**config.mk**
```make
export PLATFORM = sky130hd
export DESIGN_NAME = alu_share_arbiter
export DESIGN_NICKNAME = d
export VERILOG_FILES = /design/src/rtl/alu_share_arbiter_pkg.sv /design/src/rtl/alu_share_arbiter_rr_arbiter2.sv /design/src/rtl/alu_share_arbiter.sv
export SDC_FILE = /design/constraint.sdc
export NUM_CORES = 1
export LEC_CHECK = 0
export ABC_AREA = 1
export CORE_MARGIN = 4
export CORE_UTILIZATION = 39
export DETAILED_ROUTE_END_ITERATION = 12
export PLACE_DENSITY = 0.89
export SLEW_MARGIN = 5
export SYNTH_ARGS = -nofsm -noshare
export SYNTH_HDL_FRONTEND = slang
export SYNTH_HIERARCHICAL = 1
export SYNTH_SLANG_ARGS = --single-unit
```
**constraint.sdc**
```tcl
create_clock -name clk -period 1.88 [get_ports clk]
set_clock_uncertainty 0.15 [all_clocks]
set_input_delay 0.376 -clock clk [delete_from_list [all_inputs] [get_ports clk]]
set_output_delay 0.376 -clock clk [all_outputs]
set_load 0.005 [all_outputs]
```
**src/rtl/alu_share_arbiter_pkg.sv**
```systemverilog
// rtl/alu_share_arbiter_pkg.sv - shared types and constants for the ALU share arbiter
//
// Purpose: FSM state encoding, ALU op-class constants and the default datapath
// width used by the arbiter and its round-robin helper.
package alu_share_arbiter_pkg;

  localparam int XLEN_DEFAULT = 32;

  localparam logic [1:0] ALUOP_ADD   = 2'b00;
  localparam logic [1:0] ALUOP_SUB   = 2'b01;
  localparam logic [1:0] ALUOP_RTYPE = 2'b10;

  typedef enum logic [1:0] {
    IDLE = 2'd0,
    EXEC = 2'd1,
    RESP = 2'd2
  } arb_state_e;

endpackage

```
**src/rtl/alu_share_arbiter_rr_arbiter2.sv**
```systemverilog
// rtl/alu_share_arbiter_rr_arbiter2.sv - two-way round-robin grant selection
//
// Purpose: picks the pointer's requester when it is valid, otherwise the other.
// Ports:
//   valid[1:0]  in   per-requester valid
//   ptr         in   priority pointer (requester index favoured this round)
//   grant[1:0]  out  one-hot grant, zero when no requester is valid
//   grant_idx   out  index of the selected requester (meaningful only if grant != 0)
module rr_arbiter2
  import alu_share_arbiter_pkg::*;
(
  input  logic [1:0] valid,
  input  logic       ptr,
  output logic [1:0] grant,
  output logic       grant_idx
);

  always_comb begin
    grant_idx = valid[ptr] ? ptr : ~ptr;
    grant     = 2'b00;
    if (valid != 2'b00) begin
      grant[grant_idx] = 1'b1;
    end
  end

endmodule

```
**src/rtl/alu_share_arbiter.sv**
```systemverilog
// rtl/alu_share_arbiter.sv - shares one single-cycle ALU between two requesters
//
// Purpose: accepts ALU requests from two requesters over valid/ready, arbitrates
// round-robin, registers the granted op toward the ALU, captures the result one
// cycle later and returns it on a single response channel tagged with the id.
// Ports:
//   clk, rst_n                 clock (rising edge), async active-low reset
//   req_valid[1:0] / req_ready request handshake, bit i = requester i
//   reqN_aluop/fun3/fun7/a/b   request op fields and operands per requester
//   alu_aluop/fun3/fun7/a/b    registered op fields and operands to the ALU
//   alu_result, alu_zero       combinational ALU outputs
//   rsp_valid / rsp_ready      response handshake
//   rsp_id, rsp_result, rsp_zero  response payload, held until accepted
//   busy                       high whenever a transaction is in flight
module alu_share_arbiter
  import alu_share_arbiter_pkg::*;
#(
  parameter int XLEN = XLEN_DEFAULT
) (
  input  logic            clk,
  input  logic            rst_n,
  input  logic [1:0]      req_valid,
  output logic [1:0]      req_ready,
  input  logic [1:0]      req0_aluop,
  input  logic [2:0]      req0_fun3,
  input  logic            req0_fun7,
  input  logic [XLEN-1:0] req0_a,
  input  logic [XLEN-1:0] req0_b,
  input  logic [1:0]      req1_aluop,
  input  logic [2:0]      req1_fun3,
  input  logic            req1_fun7,
  input  logic [XLEN-1:0] req1_a,
  input  logic [XLEN-1:0] req1_b,
  output logic [1:0]      alu_aluop,
  output logic [2:0]      alu_fun3,
  output logic            alu_fun7,
  output logic [XLEN-1:0] alu_a,
  output logic [XLEN-1:0] alu_b,
  input  logic [XLEN-1:0] alu_result,
  input  logic            alu_zero,
  output logic            rsp_valid,
  input  logic            rsp_ready,
  output logic            rsp_id,
  output logic [XLEN-1:0] rsp_result,
  output logic            rsp_zero,
  output logic            busy
);

  arb_state_e state_q, state_d;
  logic       ptr_q;
  logic       id_q;
  logic [1:0] grant;
  logic       grant_idx;
  logic       accept;

  logic [1:0]      sel_aluop;
  logic [2:0]      sel_fun3;
  logic            sel_fun7;
  logic [XLEN-1:0] sel_a;
  logic [XLEN-1:0] sel_b;

  rr_arbiter2 u_rr_arbiter2 (
    .valid     (req_valid),
    .ptr       (ptr_q),
    .grant     (grant),
    .grant_idx (grant_idx)
  );

  assign accept = (state_q == IDLE) && (req_valid != 2'b00);

  always_comb begin
    sel_aluop = grant_idx ? req1_aluop : req0_aluop;
    sel_fun3  = grant_idx ? req1_fun3  : req0_fun3;
    sel_fun7  = grant_idx ? req1_fun7  : req0_fun7;
    sel_a     = grant_idx ? req1_a     : req0_a;
    sel_b     = grant_idx ? req1_b     : req0_b;
  end

  always_comb begin
    state_d   = state_q;
    req_ready = 2'b00;
    unique case (state_q)
      IDLE: begin
        // Ready is combinational from the arbiter; it is masked while reset
        // is asserted so every output reads zero during reset.
        if (rst_n) begin
          req_ready = grant;
        end
        if (accept) begin
          state_d = EXEC;
        end
      end
      EXEC: state_d = RESP;
      RESP: begin
        if (rsp_ready) begin
          state_d = IDLE;
        end
      end
      default: state_d = IDLE;
    endcase
  end

  // Decoded straight from the state register so both fall the instant reset
  // asserts, even mid-response.
  assign rsp_valid = (state_q == RESP);
  assign busy      = (state_q != IDLE);
  assign rsp_id    = id_q;

  always_ff @(posedge clk or negedge rst_n) begin
    if (!rst_n) begin
      state_q    <= IDLE;
      ptr_q      <= 1'b0;
      id_q       <= 1'b0;
      alu_aluop  <= '0;
      alu_fun3   <= '0;
      alu_fun7   <= 1'b0;
      alu_a      <= '0;
      alu_b      <= '0;
      rsp_result <= '0;
      rsp_zero   <= 1'b0;
    end else begin
      state_q <= state_d;
      if (accept) begin
        alu_aluop <= sel_aluop;
        alu_fun3  <= sel_fun3;
        alu_fun7  <= sel_fun7;
        alu_a     <= sel_a;
        alu_b     <= sel_b;
        id_q      <= grant_idx;
      end
      if (state_q == EXEC) begin
        rsp_result <= alu_result;
        rsp_zero   <= alu_zero;
      end
      // The requester just served drops to lowest priority, so a waiting
      // requester never sees more than one other transaction ahead of it.
      if ((state_q == RESP) && rsp_ready) begin
        ptr_q <= ~id_q;
      end
    end
  end

endmodule

```
# Word level (Yosys, flattened, before mapping)
# Index checks and enable logic that the tools add are counted.
# W data, S select, Z words.
[totals] out_inout_bits=108 input_bits=178 regBits=107 word_cells=42
[op_classes] muxes=16 order_cmp=3 eq_ne=4 n_reduce_logical=7 bitwise=2
[op_table] cell="$mux W32" n=2
[op_table] cell="$mux W2" n=6
[op_table] cell="$pmux W2 S3" n=1
[op_table] cell="$mux W1" n=5
[op_table] cell="$lt A1 B2 Y1 const B" n=2
[op_table] cell="$reduce_bool A2 Y1" n=2
[op_table] cell="$logic_and A1 B1 Y1" n=3
[op_table] cell="$mux W3" n=1
[op_table] cell="$eq A2 B1 Y1 const B" n=1
[op_table] cell="$eq A2 B2 Y1 const B" n=1
[op_table] cell="$logic_not A2 Y1" n=1
[op_table] cell="$ne A2 B1 Y1 const B" n=1
[op_table] cell="$ne A2 B2 Y1 const B" n=1
[op_table] cell="$not A1 Y1" n=2
[op_table] cell="$reduce_and A2 Y1" n=1
[op_table] cell="$demux W1 S1" n=1
[op_table] cell="$ge A1 B1 Y1 const B" n=1

# Longest topological paths before layout
[depth] word_depth=10 mapped_depth=9 depth_no_buf=7

# By module
# The synthesis kept the hierarchy.
[modules_own_cells] module="alu_share_arbiter" area_each_um2=5066.1 n_inst=1 cells_per_inst=690 seq_area_each_um2=2677.6
[modules_own_cells] module="rr_arbiter2" area_each_um2=25.0 n_inst=1 cells_per_inst=6 seq_area_each_um2=0.0

# Least setup slack after synthesis
# Ideal clock, no wire load.
[synth_timing] path_kind="register -> register" start="register ptr_q" end="register alu_a[11]" t_required_ps=1665 period_less_slack_ps=1397 setup_slack_ps=483 stages_incl_launch_ff=8 setup_ps=65 path_buffers=2 arrival_ps=1182 cell_sequence="dfrtp_1 -> o21ai_0 -> buf_2 -> clkbuf_1 -> nand2_1 -> nand2_1 -> nand2_1 -> nand2_1"
[synth_between] elab_chain_len=4 word_cells_on_any_way=5 cone_classes="mux: 4; bitwise: 1"
[synth_rtl] item="from (decl)" line_no="alu_share_arbiter.sv:50" rtl="logic ptr_q;"
[synth_rtl] item="from (signal assigned)" line_no="alu_share_arbiter.sv:138" rtl="ptr_q <= ~id_q;"
[synth_rtl] item="$mux W1 (implied by the code) (2 in a row)" line_no="alu_share_arbiter_rr_arbiter2.sv:19" rtl="grant_idx = valid[ptr] ? ptr : ~ptr;"
[synth_rtl] item="$mux W1 (*)" line_no="alu_share_arbiter_rr_arbiter2.sv:19"
[synth_rtl] item="via grant_idx" line_no="alu_share_arbiter.sv:53" rtl="logic grant_idx;"
[synth_rtl] item="$mux W32 (*)" line_no="alu_share_arbiter.sv:75" rtl="sel_a = grant_idx ? req1_a : req0_a;"
[synth_rtl] item="to (signal assigned)" line_no="alu_share_arbiter.sv:127" rtl="alu_a <= sel_a;"
[synth_rtl] item="to (decl)" line_no="alu_share_arbiter.sv:37" rtl="output logic [XLEN-1:0] alu_a,"
# The timed path passes the listed nets; every way through them passes the cells marked *. The select of a mux whose other input is x is not followed.
# A chain may end at the register's enable or synchronous reset.

# Worst setup path in the final report
[layout_timing] start="register alu_fun3[1]" end="output alu_fun3[1]"
[layout_rtl] item="from (decl)" line_no="alu_share_arbiter.sv:35" rtl="output logic [2:0] alu_fun3,"
[layout_rtl] item="from (signal assigned)" line_no="alu_share_arbiter.sv:125" rtl="alu_fun3 <= sel_fun3;"
# No word-level cell between the ends.

==> impl_metrics.py <==
metrics = {
    "status": {
        "outcome": "complete, no violations",
    },
    "logic_synthesis": {
        "synth_xor_area_share_pct": 0,
        "ys_top_cells_by_count": "nand2_1, dfrtp_1, nand3_1",
        "ys_ff_latch": 107,
        "syn_area_per_cell_um2": 7.31,
        "synth_nets": 874,
        "synth_edf_count": 0,
        "synth_cells": 696,
        "async_flop_share_pct": 100,
        "synth.top_cell.area_share_pct": 52.6,
        "ys.flop_type": "dfrtp_1",
        "synth-simple-area-share_pct": 41.1,
        "yosys_warnings": 6,
        "synth.most_common_cell": "nand2_1",
        "ys_types": 15,
        "ys_seq_area_share_pct": 52.6,
        "synth-adder-area-share_pct": 0,
        "yosys.area.top_type": "dfrtp_1",
        "synth_area_leaders": "dfrtp_1, nand2_1, nand3_1, buf_6, buf_2",
        "synth_top_family_by_area": "simple AND/OR/NAND/NOR gates",
        "synthMuxAreaShare_pct": 0,
        "syn_area_mm2": 0.00509,
        "synth_compound_area_share_pct": 0.393,
    },
    "layout": {
        "diodes": 0,
        "fin_nets": 1155,
        "final_util_pct": 66.4,
        "stdcell_area_mm2": 0.00844,
        "synthToLayoutAreaGrowth_pct": 65.9,
        "nFillCells": 1022,
        "final_layout_size_suffix_gt1_share_pct": 5.30,
    },
    "drt": {
        "ant_nets": 0,
        "drt_iter0_markers": 441,
        "first_pass_iters": 4,
        "drt-vias-per-instance": 4.68,
        "routed_wl_mm": 17.5,
        "via_count": 5400,
        "wl_per_cell_um": 15.1,
        "drc": 0,
    },
    "worst_setup_path": {
        "reg2reg_depth": 8,
        "crit_cells": 1,
        "required_ps": 1350,
        "crit_path_top_delay_cell": "clkdlybuf4s50_1",
        "start_kind": "flip-flop",
        "critical_path_buf_inv_count": 1,
        "cpPeakStageDelay_ps": 610,
        "critPathMaxFanout": 2,
        "crit_chain": "clkdlybuf4s50_1",
        "critPathTopFamily": "buffers and inverters",
        "arrival_ps": 1330,
        "end_kind": "output port",
        "worstSetupPathType": "flip-flop to output port",
    },
    "floorplan": {
        "fp.dieW_um": 122,
        "die_h_um": 122,
        "dieArea_mm2": 0.0149,
        "initial_utilization_pct": 40.0,
        "core.rowCount": 41,
        "io_pins": 286,
        "coreArea_mm2": 0.0127,
    },
    "timing": {
        "fmax_ghz": 0.540,
        "slew_violations": 0,
        "final-hold-violation-count": 0,
        "rsz0062_at_grt": "false",
        "finalSetupViolCount": 0,
        "setup_tns_ps": 0,
        "relSlewSlack_pct": 64.8,
        "fin_crit_ps": 1850,
        "fin_crit_sh_pct": 98.5,
        "worst_slew_pin_slew_ps": 528,
        "setup_slack_ps": 28.8,
    },
    "placed_design": {
        "placement.cell_area_mm2": 0.00814,
        "place_hpwl_mm": 13.5,
        "gp_congestion": 0.811,
        "place_ws_ps": -537,
        "port_buffers": 285,
    },
    "grt": {
        "antenna_found_initial": 0,
        "grt_max_degree": 55,
        "grtUsageTotal_pct": 22.9,
        "grt_pass1_vias": 5278,
        "grt-ovfl-total": 0,
        "grt_pass1_wl_mm": 26.8,
    },
    "power": {
        "p_leak_nw": 4.31,
        "total_power_mw": 12.5,
        "powerDensity_mw_per_mm2": 1480,
        "ir_drop_mv": 0.819,
    },
    "clock_network": {
        "cts_num_sinks": 107,
        "numCtsBuffers": 9,
        "htree_num_levels": 3,
        "clk_pin_slew_ps": 80,
        "clock_path_buffers": 2,
        "clk_latency_ps": 330,
        "cts_tree": "built",
        "cts-root-buf": "clkbuf_16",
    },
    "job": {
        "drv_cap": 0,
    },
    "min_path": {
        "hold_path_class": "primary input to asynchronous set/reset pin",
    },
}
cell usage in the layout (no fill, tap or decap), drive strengths merged:
cell type,Yosys,routed
clkinvlp,0,3
dlygate4sd3,0,1
nand3,35,35
clkdlybuf4s50,0,278
o21ai,3,3
inv,7,10
a21oi,1,1
nand2,498,498
nor2,6,6
buf,29,26
dfrtp,107,107
clkbuf,10,9
dlygate4sd2,0,4
clkinv,0,1
registers in the layout, summed over array words and instances (netlist names):
signal,count
alu_a,32
alu_aluop,2
alu_b,32
alu_fun3,3
alu_fun7,1
ptr_q,1
rsp_id,1
rsp_result,32
rsp_zero,1
state_q,2
worst paths after layout:
path	start	endpoint	slack (ps)
worst max-delay path	alu_fun3[1]	alu_fun3[1]	30
worst min-delay path	rst_n	alu_a[7]	20
worst max register to register	ptr_q	alu_b[17]	210
worst min register to register	rsp_zero	rsp_zero	320
max in group asynchronous	rst_n	alu_a[20]	340
min in group clk	rsp_zero	rsp_zero	320
stage by stage:
step / hold WS [ps] / instances
floorplan: -69.6 / 696
global placement: 204 / 1135
detailed placement: 199 / 1135
CTS: 13.4 / 1154
global route: 50.5 / 1154
finish: 22.4 / 1154
power breakdown:
group          total [mW]  leakage (nW)  switching, mW  internal (mW)
registers            4.04          1.33          0.620           3.42
clock network        1.80         0.131          0.880          0.920
logic                6.65          2.85           3.28           3.37
total                12.5          4.31           4.78           7.71
kinds of logic (layout without fill, tap and decap cells):
kind of cell,after synthesis,after routing
AOI/OAI and AO/OA,4,4
buffers and inverters,46,332
DFF,107,107
and+or+nand+nor,539,539
area by class of cell:
cell class / instances / area (um2) / area share, %
clock buffer: 9 / 225 / 2.67
clock inverter: 7 / 60.1 / 0.711
inverter: 7 / 26.3 / 0.311
multi-input combinational: 543 / 2130 / 25.2
sequential: 107 / 2680 / 31.7
tap: 172 / 215 / 2.55
timing repair buffer: 309 / 3110 / 36.8
routing by layer:
metal	share of wire [%]	wire length, um	vias to the layer above	GRT usage [%]
met3	12	2090	25	8.34
met2	50	8700	251	40.0
met4	2.0	344	0	7.14
met5	0	0	-	0
met1	36	6350	2464	26.2
li1	-	-	2660	-
repair_timing:
| item | 4_1_cts | 5_1_grt |
|---|---|---|
| gates resized for setup | 15 | 1 |
| setup buffers | 2 | 0 |
| pin swaps | 2 | 0 |
| hold endpoints to repair | 23 | 0 |
| endpoints found under the setup margin | 5 | 10 |
| hold buffers | 1 | 0 |
Power figures use the tool's default switching activity.
